--- config.mk ---
export PLATFORM = sky130hd
export DESIGN_NAME = apa102_rx_flat
export DESIGN_NICKNAME = d
export VERILOG_FILES = /design/src/rtl/apa102_rx_if.sv /design/src/rtl/apa102_rx.sv /design/src/flat_wrapper.sv
export SDC_FILE = /design/constraint.sdc
export NUM_CORES = 1
export LEC_CHECK = 0
export CAP_MARGIN = 20
export CORE_AREA = 10 10 209 211
export CTS_CLUSTER_SIZE = 40
export DETAILED_ROUTE_END_ITERATION = 6
export DIE_AREA = 0 0 219 221
export DONT_BUFFER_PORTS = 1
export GPL_ROUTABILITY_DRIVEN = 0
export HOLD_SLACK_MARGIN = 0.1
export SLEW_MARGIN = 10
export SYNTH_ARGS = -nofsm -noshare
export SYNTH_HDL_FRONTEND = slang
export SYNTH_SLANG_ARGS = --single-unit
--- constraint.sdc ---
create_clock -name clk -period 3.9 [get_ports clk]
set_input_delay 0.78 -clock clk [delete_from_list [all_inputs] [get_ports clk]]
set_output_delay 0.78 -clock clk [all_outputs]
set_load 0.02 [all_outputs]
--- src/rtl/apa102_rx_if.sv ---
// Signal bundle between an APA102 LED-stream source and the frame decoder.
// The source drives the strip lines and the colour key; the decoder returns the decoded results.
interface apa102_rx_if;
    logic        sck;
    logic        sdi;
    logic [31:0] fg_word;
    logic [31:0] word;
    logic        word_valid;
    logic [5:0]  pixel_idx;
    logic [63:0] bitmap;
    logic        frame_done;
    logic        err;

    modport master (
        output sck, sdi, fg_word,
        input  word, word_valid, pixel_idx, bitmap, frame_done, err
    );

    modport slave (
        input  sck, sdi, fg_word,
        output word, word_valid, pixel_idx, bitmap, frame_done, err
    );
endinterface

--- src/rtl/apa102_rx.sv ---
// Sniffs an APA102 LED strip stream and decodes each display frame into a per-pixel
// foreground bitmap. It resynchronises on a 32-zero start frame and aborts on bad headers or a stalled sck.
//
// state | meaning
// HUNT  | counting zero bits, waiting for a 1 after a 32-zero start frame
// PIXEL | shifting in 32-bit LED frames and classifying each pixel
module apa102_rx #(
    parameter int NPIX    = 64,
    parameter int SNAKE   = 1,
    parameter int TIMEOUT = 4096
) (
    input  logic        clk,
    input  logic        reset,
    apa102_rx_if.slave  bus
);

    localparam int              IW        = $clog2(TIMEOUT + 1);
    localparam logic [IW-1:0]   IDLE_LOAD = IW'(TIMEOUT - 1);
    localparam logic [IW-1:0]   IDLE_ONE  = IW'(1);
    localparam logic [6:0]      LAST_PIX  = 7'(NPIX - 1);
    localparam logic [5:0]      ZERO_SAT  = 6'd32;

    typedef enum logic {HUNT, PIXEL} state_t;

    state_t      r_state, w_state_nxt;

    logic        r_sck_s1, r_sck_s2, r_sck_prev;
    logic        r_sdi_s1, r_sdi_s2;
    logic        w_rise;
    logic        w_bit;

    logic [5:0]  r_zero_cnt, w_zero_nxt;
    logic [31:0] r_shift, w_shift_nxt;
    logic [4:0]  r_bit_cnt, w_bit_nxt;
    logic        r_full, w_full_nxt;
    logic [6:0]  r_pix_cnt, w_pix_nxt;
    logic [IW-1:0] r_idle, w_idle_nxt;
    logic [63:0] r_work_bm, w_work_nxt;

    logic [31:0] r_word, w_word_nxt;
    logic [5:0]  r_pixel_idx, w_pidx_nxt;
    logic [63:0] r_bitmap, w_bitmap_nxt;
    logic        r_word_valid, w_wv_nxt;
    logic        r_frame_done, w_fd_nxt;
    logic        r_err, w_err_nxt;

    logic        w_hit;
    logic [5:0]  w_pos;
    logic [2:0]  w_row;
    logic [2:0]  w_col;

    assign w_rise = r_sck_s2 & ~r_sck_prev;
    assign w_bit  = r_sdi_s2;
    assign w_hit  = (r_shift == bus.fg_word);

    // Serpentine strips run even rows right-to-left; fold them back into raster order.
    always_comb begin
        w_row = r_pix_cnt[5:3];
        w_col = r_pix_cnt[2:0];
        w_pos = r_pix_cnt[5:0];
        if ((SNAKE != 0) && !w_row[0]) begin
            w_pos = {w_row, ~w_col};
        end
    end

    always_ff @(posedge clk) begin
        if (reset) begin
            r_sck_s1   <= 1'b0;
            r_sck_s2   <= 1'b0;
            r_sck_prev <= 1'b0;
            r_sdi_s1   <= 1'b0;
            r_sdi_s2   <= 1'b0;
        end else begin
            r_sck_s1   <= bus.sck;
            r_sck_s2   <= r_sck_s1;
            r_sck_prev <= r_sck_s2;
            r_sdi_s1   <= bus.sdi;
            r_sdi_s2   <= r_sdi_s1;
        end
    end

    always_ff @(posedge clk) begin
        if (reset) begin
            r_state      <= HUNT;
            r_zero_cnt   <= '0;
            r_shift      <= '0;
            r_bit_cnt    <= '0;
            r_full       <= 1'b0;
            r_pix_cnt    <= '0;
            r_idle       <= '0;
            r_work_bm    <= '0;
            r_word       <= '0;
            r_pixel_idx  <= '0;
            r_bitmap     <= '0;
            r_word_valid <= 1'b0;
            r_frame_done <= 1'b0;
            r_err        <= 1'b0;
        end else begin
            r_state      <= w_state_nxt;
            r_zero_cnt   <= w_zero_nxt;
            r_shift      <= w_shift_nxt;
            r_bit_cnt    <= w_bit_nxt;
            r_full       <= w_full_nxt;
            r_pix_cnt    <= w_pix_nxt;
            r_idle       <= w_idle_nxt;
            r_work_bm    <= w_work_nxt;
            r_word       <= w_word_nxt;
            r_pixel_idx  <= w_pidx_nxt;
            r_bitmap     <= w_bitmap_nxt;
            r_word_valid <= w_wv_nxt;
            r_frame_done <= w_fd_nxt;
            r_err        <= w_err_nxt;
        end
    end

    always_comb begin
        w_state_nxt  = r_state;
        w_zero_nxt   = r_zero_cnt;
        w_shift_nxt  = r_shift;
        w_bit_nxt    = r_bit_cnt;
        w_full_nxt   = 1'b0;
        w_pix_nxt    = r_pix_cnt;
        w_idle_nxt   = r_idle;
        w_work_nxt   = r_work_bm;
        w_word_nxt   = r_word;
        w_pidx_nxt   = r_pixel_idx;
        w_bitmap_nxt = r_bitmap;
        w_wv_nxt     = 1'b0;
        w_fd_nxt     = 1'b0;
        w_err_nxt    = 1'b0;

        unique case (r_state)
            HUNT: begin
                if (w_rise) begin
                    if (!w_bit) begin
                        if (r_zero_cnt != ZERO_SAT) begin
                            w_zero_nxt = r_zero_cnt + 6'd1;
                        end
                    end else if (r_zero_cnt == ZERO_SAT) begin
                        // This 1 is the MSB of pixel 0's header, so it seeds the shift register.
                        w_state_nxt = PIXEL;
                        w_shift_nxt = 32'd1;
                        w_bit_nxt   = 5'd1;
                        w_pix_nxt   = '0;
                        w_idle_nxt  = IDLE_LOAD;
                        w_zero_nxt  = '0;
                    end else begin
                        w_zero_nxt  = '0;
                    end
                end
            end

            PIXEL: begin
                if (r_full) begin
                    w_word_nxt = r_shift;
                    w_pidx_nxt = r_pix_cnt[5:0];
                    w_wv_nxt   = 1'b1;
                    if (r_shift[31:29] != 3'b111) begin
                        w_err_nxt   = 1'b1;
                        w_state_nxt = HUNT;
                        w_zero_nxt  = '0;
                        w_work_nxt  = '0;
                    end else begin
                        w_work_nxt[w_pos] = w_hit;
                        if (r_pix_cnt == LAST_PIX) begin
                            w_bitmap_nxt = w_work_nxt;
                            w_fd_nxt     = 1'b1;
                            w_state_nxt  = HUNT;
                            w_zero_nxt   = '0;
                            w_work_nxt   = '0;
                        end else begin
                            w_pix_nxt = r_pix_cnt + 7'd1;
                        end
                    end
                end else if (w_rise) begin
                    w_shift_nxt = {r_shift[30:0], w_bit};
                    w_bit_nxt   = r_bit_cnt + 5'd1;
                    w_idle_nxt  = IDLE_LOAD;
                    if (r_bit_cnt == 5'd31) begin
                        w_full_nxt = 1'b1;
                    end
                end else if (r_idle == '0) begin
                    w_err_nxt   = 1'b1;
                    w_state_nxt = HUNT;
                    w_zero_nxt  = '0;
                    w_work_nxt  = '0;
                end else begin
                    w_idle_nxt = r_idle - IDLE_ONE;
                end
            end

            default: begin
                w_state_nxt = HUNT;
            end
        endcase
    end

    assign bus.word       = r_word;
    assign bus.pixel_idx  = r_pixel_idx;
    assign bus.bitmap     = r_bitmap;
    assign bus.word_valid = r_word_valid;
    assign bus.frame_done = r_frame_done;
    assign bus.err        = r_err;

endmodule

--- src/flat_wrapper.sv ---
// flat-port wrapper written by rule: the top's interface ports become plain ports
module apa102_rx_flat 
#(
    parameter int NPIX    = 64,
    parameter int SNAKE   = 1,
    parameter int TIMEOUT = 4096
)
  (clk, reset, bus_sck, bus_sdi, bus_fg_word, bus_word, bus_word_valid, bus_pixel_idx, bus_bitmap, bus_frame_done, bus_err);
  apa102_rx_if bus_i ();
  input  logic clk;
  input  logic reset;
  input wire logic [$bits(bus_i.sck)-1:0] bus_sck;
  input wire logic [$bits(bus_i.sdi)-1:0] bus_sdi;
  input wire logic [$bits(bus_i.fg_word)-1:0] bus_fg_word;
  output wire logic [$bits(bus_i.word)-1:0] bus_word;
  output wire logic [$bits(bus_i.word_valid)-1:0] bus_word_valid;
  output wire logic [$bits(bus_i.pixel_idx)-1:0] bus_pixel_idx;
  output wire logic [$bits(bus_i.bitmap)-1:0] bus_bitmap;
  output wire logic [$bits(bus_i.frame_done)-1:0] bus_frame_done;
  output wire logic [$bits(bus_i.err)-1:0] bus_err;
  assign bus_i.sck = bus_sck;
  assign bus_i.sdi = bus_sdi;
  assign bus_i.fg_word = bus_fg_word;
  assign bus_word = bus_i.word;
  assign bus_word_valid = bus_i.word_valid;
  assign bus_pixel_idx = bus_i.pixel_idx;
  assign bus_bitmap = bus_i.bitmap;
  assign bus_frame_done = bus_i.frame_done;
  assign bus_err = bus_i.err;
  apa102_rx #(.NPIX(NPIX), .SNAKE(SNAKE), .TIMEOUT(TIMEOUT)) u_core (.clk(clk), .reset(reset), .bus(bus_i));
endmodule
==> results of run 1 <==
==> flip-flops by register name (all words and copies together) (netlist names) <==
| name | cells |
|---|---|
| u_core.r_sck_prev | 1 |
| u_core.r_bit_cnt | 5 |
| u_core.r_work_bm | 64 |
| u_core.r_state | 1 |
| u_core.r_idle | 13 |
| u_core.r_sck_s2 | 1 |
| u_core.r_full | 1 |
| u_core.bus.word_valid | 1 |
| u_core.r_zero_cnt | 6 |
| u_core.bus.word | 32 |
| u_core.bus.frame_done | 1 |
| u_core.bus.err | 1 |
| u_core.bus.pixel_idx | 6 |
| u_core.r_sdi_s2 | 1 |
| u_core.r_sck_s1 | 1 |
| u_core.r_shift | 32 |
| u_core.r_pix_cnt | 7 |
| u_core.r_sdi_s1 | 1 |
| u_core.bus.bitmap | 64 |
==> cell usage after synthesis (all sizes together), types with 3 or more instances <==
library cell / count
nor2b: 62
nand4b: 3
o21ai: 82
a211o: 7
nand4: 5
nand2: 218
or4: 3
and3: 5
a21boi: 3
ha: 8
a311oi: 6
nand3b: 4
a211oi: 3
o41ai: 42
o31ai: 41
xnor2: 5
clkbuf: 73
nand2b: 9
or3b: 3
a31oi: 20
a22o: 33
buf: 51
o211ai: 3
o21bai: 3
nor3: 7
or3: 7
dfxtp: 239
xor2: 32
nand3: 71
inv: 15
a21oi: 143
nor4: 12
and3b: 5
a21o: 16
nor2: 28
or2: 5
and4b: 3
nor3b: 10
==> cell families after synthesis <==
| group | after synthesis | share of synthesized area, % |
|---|---|---|
| fa+ha+maj | 8 | 0.917 |
| simple gates | 467 | 21.3 |
| flops | 239 | 43.8 |
| compound gates | 412 | 25.4 |
| mux | 1 | 0.0917 |
| xor+xnor | 37 | 2.97 |
| buf+inv | 139 | 5.47 |
==> placed cells by master (no fill, tap or decap), types with 5 or more instances in the layout <==
cell type  instances
nor2b_1           62
xor2_1            32
xnor2_1            5
a21o_1            16
nand2_1          218
nor3b_1            7
nor4_1            10
nor2_1            26
inv_1             15
a22o_1            33
clkbuf_8           5
nand2b_1           9
o41ai_2           16
ha_1               8
o31ai_1           40
buf_4             22
clkinv_2           5
nand3_1           71
a31oi_1           20
a311oi_1           6
nor3_1             7
or3_1              7
dfxtp_1          239
nand4_1            5
a211o_1            7
o41ai_1           26
clkbuf_16         27
a21oi_1          142
o21ai_0           78
and3b_1            5
==> final timing paths <==
check | to | start | cells after the start | slack [ns]
max | u_core.bus.bitmap[54]$_SDFFE_PP0P_ | u_core.r_pix_cnt[1]$_SDFFE_PP0P_ | 4 | 1.10
min | u_core.bus.word[6]$_SDFFE_PP0P_ | reset | 1 | 0.30
max reg2reg | u_core.bus.bitmap[54]$_SDFFE_PP0P_ | u_core.r_pix_cnt[1]$_SDFFE_PP0P_ | 4 | 1.10
min reg2reg | u_core.r_sck_s2$_SDFF_PP0_ | u_core.r_sck_s1$_SDFF_PP0_ | 1 | 0.45
==> layer usage <==
layer	wire [um]	vias to the layer above
met3	2610	53
met1	13700	4422
met5	0	-
met2	15400	253
met4	592	0
li1	-	4496
==> area by class of cell <==
cell class	instances	area, sq um
fillers	4211	27400
multi-input cells	925	5560
flip-flops and latches	239	4780
clock buffers	36	759
well taps	525	657
repair buffers	22	165
clock inverters	11	119
inverters	15	56.3
diodes	1	2.50
==> stage by stage <==
step           total power, mW  hold slack [ns]  setup slack, ns
6_report                  5.02            0.300             1.10
5_1_grt                   5.20            0.285            0.923
4_1_cts                   5.09            0.292             1.12
3_5_place_dp              2.55            0.441             1.14
3_3_place_gp              2.55            0.432             1.27
2_1_floorplan             2.57            0.414             1.81
==> worst reg2reg max path, delay by kind of cell (launching register included) <==
| family | cells | cell delay, ns |
|---|---|---|
| AO/OA/AOI/OAI | 1 | 0.51 |
| adder cells (fa/ha/maj) | 1 | 0.30 |
| flip-flops | 1 | 0.67 |
| AND/OR/NAND/NOR | 2 | 1.21 |
==> power by group <==
part           internal, mW  total [mW]  switching (mW)
sequential             2.45        2.45         0.00530
combinational        0.0194      0.0442          0.0248
clock                  1.49        2.53            1.04
==> impl_metrics.csv, run 1 <==
group,metric,value,unit
worst_setup_path,path_delay_family,"simple AND/OR/NAND/NOR gates",
yosys,yosysTopAreaCellShare,43.8,%
clock_network,post_cts_buffers,0,
clock_network,path_clk_slew,0.06,ns
worst_setup_path,critical_path_fanouts_max,81,
power,vdd_drop_max,0.000225,V
global_route,gr-max-usage-layer,"met2",
timing,worst_clock_skew,0.0125,ns
timing,tightest_slew_margin_relative_to_the_limit,27.8,%
power,power_density,415,mW/mm^2
worst_setup_path,timing.critical_path.slowest_stage_cell,"or4b_4",
yosys,number_of_different_library_cells_in_the_post_synthesis_netlist,70,
route,firstDrtPassIters,5,
global_route,grt_overflow_total,0,
placement,detailed_place_hpwl,20.8,mm
route,detail_route.wl_per_cell,18.2,um
global_route,grt_pass1_wl,50.8,mm
yosys,synth-main-ff-cell,"dfxtp_1",
global_route,grt_max_degree,206,
placement,count_of_input_and_output_buffers,0,
run_status,outcome,"completed",
yosys,synth_edf_count,0,
worst_setup_path,critPathCaptureType,"register",
worst_setup_path,critPathArrivalTime,3.23,ns
route,detail_route.drc_violations,0,
timing,timing.setup.tns,0,ns
yosys,netlist.top_cell.by_area,"dfxtp_1",
timing,worst-slew-pin-transition,1.08,ns
clock_network,cts_max_path_buffers,3,
timing,finalHoldViolations,0,
yosys,synthesis.area,0.0109,sq mm
timing,grt_setup_unrepaired,"no",
worst_setup_path,timing.critical_path.cells,"ha_1 -> nand4_1 -> or4b_4 -> o41ai_2",
clock_network,cts_hold_buf,0,
yosys,ys.warnings.count,0,
min_path,hold_path.class,"input pin to register",
worst_setup_path,crit_type,"register to register",
yosys,synth_async_sr_flop_share,0,%
timing,timing.final.crit_period,2.80,ns
timing,maxSlewViolCount,0,
clock_network,clock-sinks,239,
die,core_region_area,0.0395,sq mm
clock_network,tritoncts_clock_tree,"built",
layout,stdcell_area,0.0121,sq mm
clock_network,cts_inserted_buffers,26,
clock_network,cts.htree.levels,1,
layout,stdcell_count,1774,
yosys,ranking_of_synthesized_cells_by_area,"dfxtp_1, nand2_1, a21oi_1, o21ai_0, nor2b_1",
power,p_leak,4.05,nW
global_route,gr-usage-met1,16.5,%
route,route.detailed.vias_per_inst,5.20,
layout,drive_gt1_share,8.17,%
route,wl,32.2,mm
yosys,synth-seq-cells,239,
global_route,grt_util_met2,20.3,%
global_route,number_of_antenna_violations_at_the_first_check_in_global_routing,1,
worst_setup_path,cp_num_buf_inv,0,
worst_setup_path,slowest_delay,0.97,ns
worst_setup_path,required_time_worst_endpoint,4.33,ns
die,pin_count,141,
global_route,grt.met3_usage,3.82,%
run,max-cap-violations,0,
yosys,synth.yosys.seq_area_share,43.8,%
route,final_antenna_net_count,0,
placement,dp_cells,1725,
worst_setup_path,start_kind,"register",
route,detailroute.via_count,9224,
die,start_util,27.7,%
yosys,synthesized_netlist_cell_count,1303,
die,design.die.area,0.0484,sq mm
timing,setup_viol,0,
global_route,via_count_of_the_first_global_routing_pass,8623,
yosys,number_of_nets_produced_by_synthesis,1347,
timing,post-route-period-util,71.8,%
clock_network,post_cts_resized,0,
timing,fmaxAchievable,357,MHz
clock_network,worst_skew_pair_latency,0.54,ns
layout,design.final.nets,1273,
placement,placedInstanceArea,0.0112,sq mm
global_route,grt.total_usage,12.7,%
die,die_width,219,um
layout,area_growth_syn_to_layout,10.8,%
yosys,syn-mean-instance-area,8.38,sq um
die,die_y,221,um
clock_network,cts.root.buffer_cell,"clkbuf_16",
route,drt_iter0_drc,620,
layout,fin_util,30.7,%
die,row_count,73,
Note: power is estimated with default switching activity, not from simulation.
==> run 2: changes to the inputs <==
--- a/config.mk
+++ b/config.mk
@@ -5,11 +5,12 @@
 export SDC_FILE = /design/constraint.sdc
 export NUM_CORES = 1
 export LEC_CHECK = 0
+export ABC_AREA = 1
 export CAP_MARGIN = 20
-export CORE_AREA = 10 10 209 211
+export CORE_AREA = 10 10 210 212
 export CTS_CLUSTER_SIZE = 40
 export DETAILED_ROUTE_END_ITERATION = 6
-export DIE_AREA = 0 0 219 221
+export DIE_AREA = 0 0 220 222
 export DONT_BUFFER_PORTS = 1
 export GPL_ROUTABILITY_DRIVEN = 0
 export HOLD_SLACK_MARGIN = 0.1
==> constraint.sdc (replaced) <==
create_clock -name clk -period 2.35 [get_ports clk]
set_input_delay 0.47 -clock clk [delete_from_list [all_inputs] [get_ports clk]]
set_output_delay 0.47 -clock clk [all_outputs]
set_load 0.02 [all_outputs]
==> run 2 against run 1 <==
Against the previous run:
- critical endpoint is now u_core.r_work_bm[9]$_SDFFE_PP0P_
- wire length increased by 5.2%
- critical path type unchanged
- highest routed layer unchanged
- synthesized cell count grew 25%
- worst setup slack lost 1.0 ns
==> impl_metrics.csv, run 2 <==
group,metric,value,unit
run_status,outcome,"completed",
worst_setup_path,regToRegStartpoint,"u_core.r_pix_cnt[1]$_SDFFE_PP0P_",
clock_network,cts_inserted_buffers,28,
global_route,via_count_of_the_first_global_routing_pass,9429,
die,pin_count,141,
yosys,post-synth-top-count-cell,"nand2_1",
timing,tightest_slew_margin_relative_to_the_limit,44.9,%
yosys,synthesis.area,0.0110,sq mm
layout,area_growth_syn_to_layout,19.9,%
timing,setup_viol,0,
timing,post-route-period-util,95.7,%
timing,grt_setup_unrepaired,"yes",
die,design.die.area,0.0488,sq mm
clock_network,cts_max_path_buffers,3,
global_route,number_of_antenna_violations_at_the_first_check_in_global_routing,0,
route,route.detailed.vias_per_inst,4.63,
timing,worst_clock_skew,0.00946,ns
yosys,synth-main-ff-cell,"dfxtp_1",
clock_network,tritoncts_clock_tree,"built",
layout,num-fill-cells,4259,
clock_network,cts.root.buffer_cell,"clkbuf_16",
worst_setup_path,critPathCaptureType,"register",
route,firstDrtPassIters,5,
yosys,synth-seq-cells,239,
timing,final.hold.worst_slack,0.0883,ns
timing,maxSlewViolCount,0,
power,post-layout-total-power,9.15,mW
route,final_antenna_net_count,0,
yosys,number_of_nets_produced_by_synthesis,1669,
power,power_density,691,mW/mm^2
placement,count_of_input_and_output_buffers,0,
clock_network,cts.htree.levels,1,
yosys,ranking_of_synthesized_cells_by_area,"dfxtp_1, nand2_1, nor2_1, a21oi_1, inv_1",
layout,design.final.nets,1695,
timing,fmaxAchievable,445,MHz
worst_setup_path,crit_type,"register to register",
min_path,min-delay-start,"reset",
die,start_util,27.8,%
global_route,grt_overflow_total,0,
worst_setup_path,crit_start,"u_core.r_pix_cnt[1]$_SDFFE_PP0P_",
worst_setup_path,required_time_worst_endpoint,2.85,ns
yosys,number_of_different_library_cells_in_the_post_synthesis_netlist,41,
route,wl,33.9,mm
power,vdd_drop_max,0.000579,V
yosys,synth.yosys.seq_area_share,43.4,%
yosys,ys.warnings.count,0,
yosys,netlist.top_cell.by_area,"dfxtp_1",
layout,mostFrequentLayoutCells,"nand2_1, nor2_1, dfxtp_1",
yosys,synth_async_sr_flop_share,0,%
die,die_y,222,um
die,core_region_area,0.0396,sq mm
global_route,grt.total_usage,12.4,%
clock_network,path_clk_slew,0.07,ns
yosys,netlist_top_cells_count,"nand2_1, nor2_1, dfxtp_1",
global_route,grt_max_degree,163,
worst_setup_path,critPathArrivalTime,2.75,ns
route,detail_route.wl_per_cell,15.4,um
yosys,synth_edf_count,0,
route,detail_route.drc_violations,0,
timing,worst-slew-pin-transition,0.823,ns
route,detailroute.via_count,10168,
layout,drive_gt1_share,8.67,%
layout,antenna_cell_count,0,
timing,timing.final.crit_period,2.25,ns
clock_network,worst_skew_pair_latency,0.56,ns
timing,finalHoldViolations,0,
run,max-cap-violations,0,
die,row_count,73,
min_path,hold_path.class,"input pin to register",
layout,most_common_library_cell_in_the_layout_ignoring_fill_and_taps,"nand2_1",
route,drt_iter0_drc,591,
worst_setup_path,start_kind,"register",
worst_setup_path,critical_path_fanouts_max,8,
global_route,grt_pass1_wl,50.0,mm
yosys,synthesized_netlist_cell_count,1625,
die,die_width,220,um
placement,detailed_place_hpwl,20.7,mm
power,p_leak,5.47,nW
yosys,syn-mean-instance-area,6.79,sq um
clock_network,clock-sinks,239,
yosys,yosysTopAreaCellShare,43.4,%
[run 2: worst paths after layout]
check | slack, ns | to | depth (start not counted)
worst max-delay path | 0.10 | u_core.r_work_bm[9]$_SDFFE_PP0P_ | 7
worst min-delay path | 0.09 | u_core.bus.bitmap[38]$_SDFFE_PP0P_ | 3
worst max register to register | 0.10 | u_core.r_work_bm[9]$_SDFFE_PP0P_ | 7
worst min register to register | 0.46 | u_core.r_work_bm[30]$_SDFFE_PP0P_ | 2
[run 2: layout make-up]
class | instances | area (sq um) | share of cell area, %
inverters | 169 | 641 | 4.84
well taps | 525 | 657 | 4.96
multi-input cells | 1143 | 5270 | 39.8
repair buffers | 70 | 823 | 6.22
flip-flops and latches | 239 | 4790 | 36.2
clock inverters | 15 | 235 | 1.78
clock buffers | 37 | 816 | 6.17
[run 2: worst max-delay path, cell delays in order, from the launching register on]
cell,delay (ns)
dfxtp_1,0.42
xor2_2,0.29
nand3_2,0.35
nor2_1,0.22
or2_1,0.14
nand3_1,0.07
a21oi_1,0.12
dlygate4sd3_1,0.56
[run 2: report_power, final]
part / total [mW] / internal, mW / switching [mW]
registers: 4.06 / 4.06 / 0.00420
clock network: 4.94 / 3.09 / 1.84
logic: 0.149 / 0.0532 / 0.0959
[run 2: per-layer routing]
metal | part of all wire (%) | track usage (%) | wire length, um | up-vias
li1 | - | - | - | 5165
met1 | 41 | 14.7 | 14000 | 4669
met2 | 44 | 19.3 | 15000 | 272
met3 | 12 | 6.26 | 4010 | 62
met4 | 2.8 | 3.41 | 936 | 0
met5 | 0 | 0 | 0 | -
[run 2: timing repair]
action	4_1_cts	5_1_grt
buffers inserted	0	11
endpoints found under the setup margin	0	17
resized for setup	0	20
hold buffers	29	5
endpoints found under the hold margin	157	58
[run 2: through the flow]
step	instances	setup TNS (ns)	utilization, %	setup WS [ns]	instance area (sq um)
floorplan	1625	0	-	0.729	11000
global placement	2097	0	29.2	0.352	11600
detailed placement	2097	0	29.2	0.355	11600
CTS	2178	0	32.5	0.0186	12900
global route	2198	-0.0559	33.4	-0.0213	13200
finish	2198	0	33.4	0.101	13200
[run 2: cell families after synthesis]
group / count (synthesis) / share of synthesized area [%]
simple gates: 888 / 33.7
buf+inv: 243 / 9.38
flops: 239 / 43.4
compound gates: 227 / 10.9
xor+xnor: 20 / 1.72
fa+ha+maj: 8 / 0.907
==> run 3: changes to the inputs <==
--- a/config.mk
+++ b/config.mk
@@ -7,6 +7,8 @@
 export LEC_CHECK = 0
 export ABC_AREA = 1
 export CAP_MARGIN = 20
+export CELL_PAD_IN_SITES_DETAIL_PLACEMENT = 2
+export CELL_PAD_IN_SITES_GLOBAL_PLACEMENT = 2
 export CORE_AREA = 10 10 210 212
 export CTS_CLUSTER_SIZE = 40
 export DETAILED_ROUTE_END_ITERATION = 6
@@ -14,7 +16,8 @@
 export DONT_BUFFER_PORTS = 1
 export GPL_ROUTABILITY_DRIVEN = 0
 export HOLD_SLACK_MARGIN = 0.1
-export SLEW_MARGIN = 10
+export PLACE_DENSITY_LB_ADDON = 0.1
+export SLEW_MARGIN = 40
 export SYNTH_ARGS = -nofsm -noshare
 export SYNTH_HDL_FRONTEND = slang
 export SYNTH_SLANG_ARGS = --single-unit
==> run 3 against run 2 <==
Against the previous run:
- total power down 2.6%
- core utilization down 0.28 points
- sequential share of layout area is 0.34 points higher
- count of clock-buffer cells in the layout grew 14
- first-iteration DRC count shrank 57%
- largest power group unchanged
==> impl_metrics.csv, run 3 (synthesis results as in run 2) <==
group,metric,value,unit
route,drt_iter0_drc,256,
die,die_width,220,um
timing,finalHoldViolations,0,
power,p_seq_share,45.6,%
run,max-cap-violations,0,
worst_setup_path,critical_path_fanouts_max,15,
layout,area_taken_by_multi_input_logic_gates,0.00526,sq mm
run_status,outcome,"completed",
clock_network,path_clk_slew,0.06,ns
route,detailroute.via_count,10373,
worst_setup_path,critPathArrivalTime,2.71,ns
timing,tightest_slew_margin_relative_to_the_limit,51.6,%
route,detail_route.drc_violations,0,
global_route,number_of_antenna_violations_at_the_first_check_in_global_routing,0,
die,pin_count,141,
clock_network,cts_inserted_buffers,31,
layout,mostFrequentLayoutCells,"nand2_1, nor2_1, dfxtp_1",
min_path,hold_path.class,"input pin to register",
timing,fmaxAchievable,457,MHz
route,firstDrtPassIters,6,
die,row_count,73,
power,clockPowerShare,52.6,%
power,swShare,22.4,%
layout,most_common_library_cell_in_the_layout_ignoring_fill_and_taps,"nand2_1",
layout,regArea,0.00479,sq mm
route,wl,39.1,mm
layout,area_growth_syn_to_layout,18.9,%
power,vdd_drop_max,0.000579,V
timing,post-route-period-util,93.2,%
die,core_region_area,0.0396,sq mm
global_route,grt.total_usage,15.2,%
placement,count_of_input_and_output_buffers,0,
timing,setup_viol,0,
power,p_int,6.92,mW
placement,dp_cells,2104,
timing,worst_clock_skew,0.0116,ns
power,p_leak,5.43,nW
worst_setup_path,required_time_worst_endpoint,2.87,ns
die,die_y,222,um
worst_setup_path,critPathCaptureType,"register",
timing,worst_slack,0.160,ns
route,final_antenna_net_count,0,
layout,design.final.nets,1700,
layout,antenna_cell_count,0,
route,detail_route.wl_per_cell,17.8,um
clock_network,worst_skew_pair_latency,0.58,ns
route,route.detailed.vias_per_inst,4.71,
power,netSwitchingPower,1.99,mW
global_route,via_count_of_the_first_global_routing_pass,11004,
power,p_comb_share,1.8,%
die,design.die.area,0.0488,sq mm
worst_setup_path,crit_type,"register to register",
layout,num-fill-cells,4689,
placement,place_worst_setup_slack,0.276,ns
timing,grt_setup_unrepaired,"yes",
timing,worst-slew-pin-transition,0.726,ns
clock_network,clock-sinks,239,
placement,detailed_place_hpwl,25.4,mm
clock_network,cts.htree.levels,1,
worst_setup_path,start_kind,"register",
global_route,grt_overflow_total,0,
clock_network,cts.root.buffer_cell,"clkbuf_16",
die,start_util,27.8,%
timing,timing.final.crit_period,2.19,ns
timing,maxSlewViolCount,0,
global_route,grt_pass1_wl,60.7,mm
global_route,grt_max_degree,163,
clock_network,tritoncts_clock_tree,"built",
layout,stdcell_count,2203,
power,power_density,679,mW/mm^2
clock_network,cts_max_path_buffers,3,
layout,drive_gt1_share,8.58,%
==> run 3: changes by cell type in the layout (fill, tap and decap cells not counted), sizes merged <==
cell and change:
clkinv -6, dlygate4sd3 -1, inv +1, buf +5
dlymetal6s4s +1, clkbuf +11, bufinv -5, clkinvlp -1
==> run 3: per-stage QoR <==
step	cell area, sq um	total power [mW]	utilization [%]	setup TNS (ns)	hold WS, ns
global placement	11600	4.25	29.3	0	0.394
global route	13100	9.28	33.1	-0.0994	0.130
floorplan	11000	4.26	-	0	0.388
detailed placement	11600	4.25	29.3	0	0.402
finish	13100	8.91	33.1	0	0.161
CTS	12900	9.02	32.6	0	-0.0500
==> run 3: path summary, 6_finish.rpt <==
check,slack [ns],from,endpoint,cells past startpoint
hold reg to reg,0.46,u_core.r_work_bm[61]$_SDFFE_PP0P_,u_core.r_work_bm[61]$_SDFFE_PP0P_,2
setup reg to reg,0.16,u_core.r_shift[29]$_SDFFE_PP0P_,u_core.bus.bitmap[11]$_SDFFE_PP0P_,10
hold / removal,0.16,reset,u_core.bus.err$_SDFF_PP0_,2
setup / recovery,0.16,u_core.r_shift[29]$_SDFFE_PP0P_,u_core.bus.bitmap[11]$_SDFFE_PP0P_,10
==> run 3: area by class of cell <==
class / count / share of cell area (%)
Sequential cell: 239 / 36.5
Inverter: 169 / 4.85
Timing Repair Buffer: 72 / 5.95
Tap cell: 525 / 5.01
Clock inverter: 4 / 0.391
Multi-Input combinational cell: 1143 / 40.1
Clock buffer: 51 / 7.17
==> run 3: what timing repair did <==
action | CTS | global route
gates resized for setup | 0 | 26
hold buffers | 31 | 3
hold endpoints to repair | 158 | 88
setup buffers | 0 | 9
endpoints found under the setup margin | 0 | 16
==> run 3: power groups by stage <==
stage | clock network (mW) | registers (mW) | logic (mW)
final | 4.69 | 4.06 | 0.164
after global routing | 5.03 | 4.06 | 0.186
after CTS | 4.85 | 4.06 | 0.110
after detailed placement | 0 | 4.15 | 0.102
after global placement | 0 | 4.15 | 0.0994
after floorplan | 0 | 4.15 | 0.109
==> run 3: layer usage <==
| layer | GRT usage, % | vias up | routed length (um) |
|---|---|---|---|
| li1 | - | 5148 | - |
| met1 | 18.5 | 5071 | 17600 |
| met2 | 26.0 | 113 | 18700 |
| met3 | 3.90 | 41 | 2150 |
| met4 | 3.61 | 0 | 675 |
| met5 | 0 | - | 0 |
==> run 3: critical path, stage by stage (launching register included) <==
cell and delay (ns):
dfxtp_2 0.35, inv_1 0.10, nor3_4 0.36, inv_2 0.10, nor3_4 0.24, buf_12 0.18, nor2_1 0.05, nor2_1 0.09
dlygate4sd3_1 0.55, nand2_1 0.06, inv_1 0.04
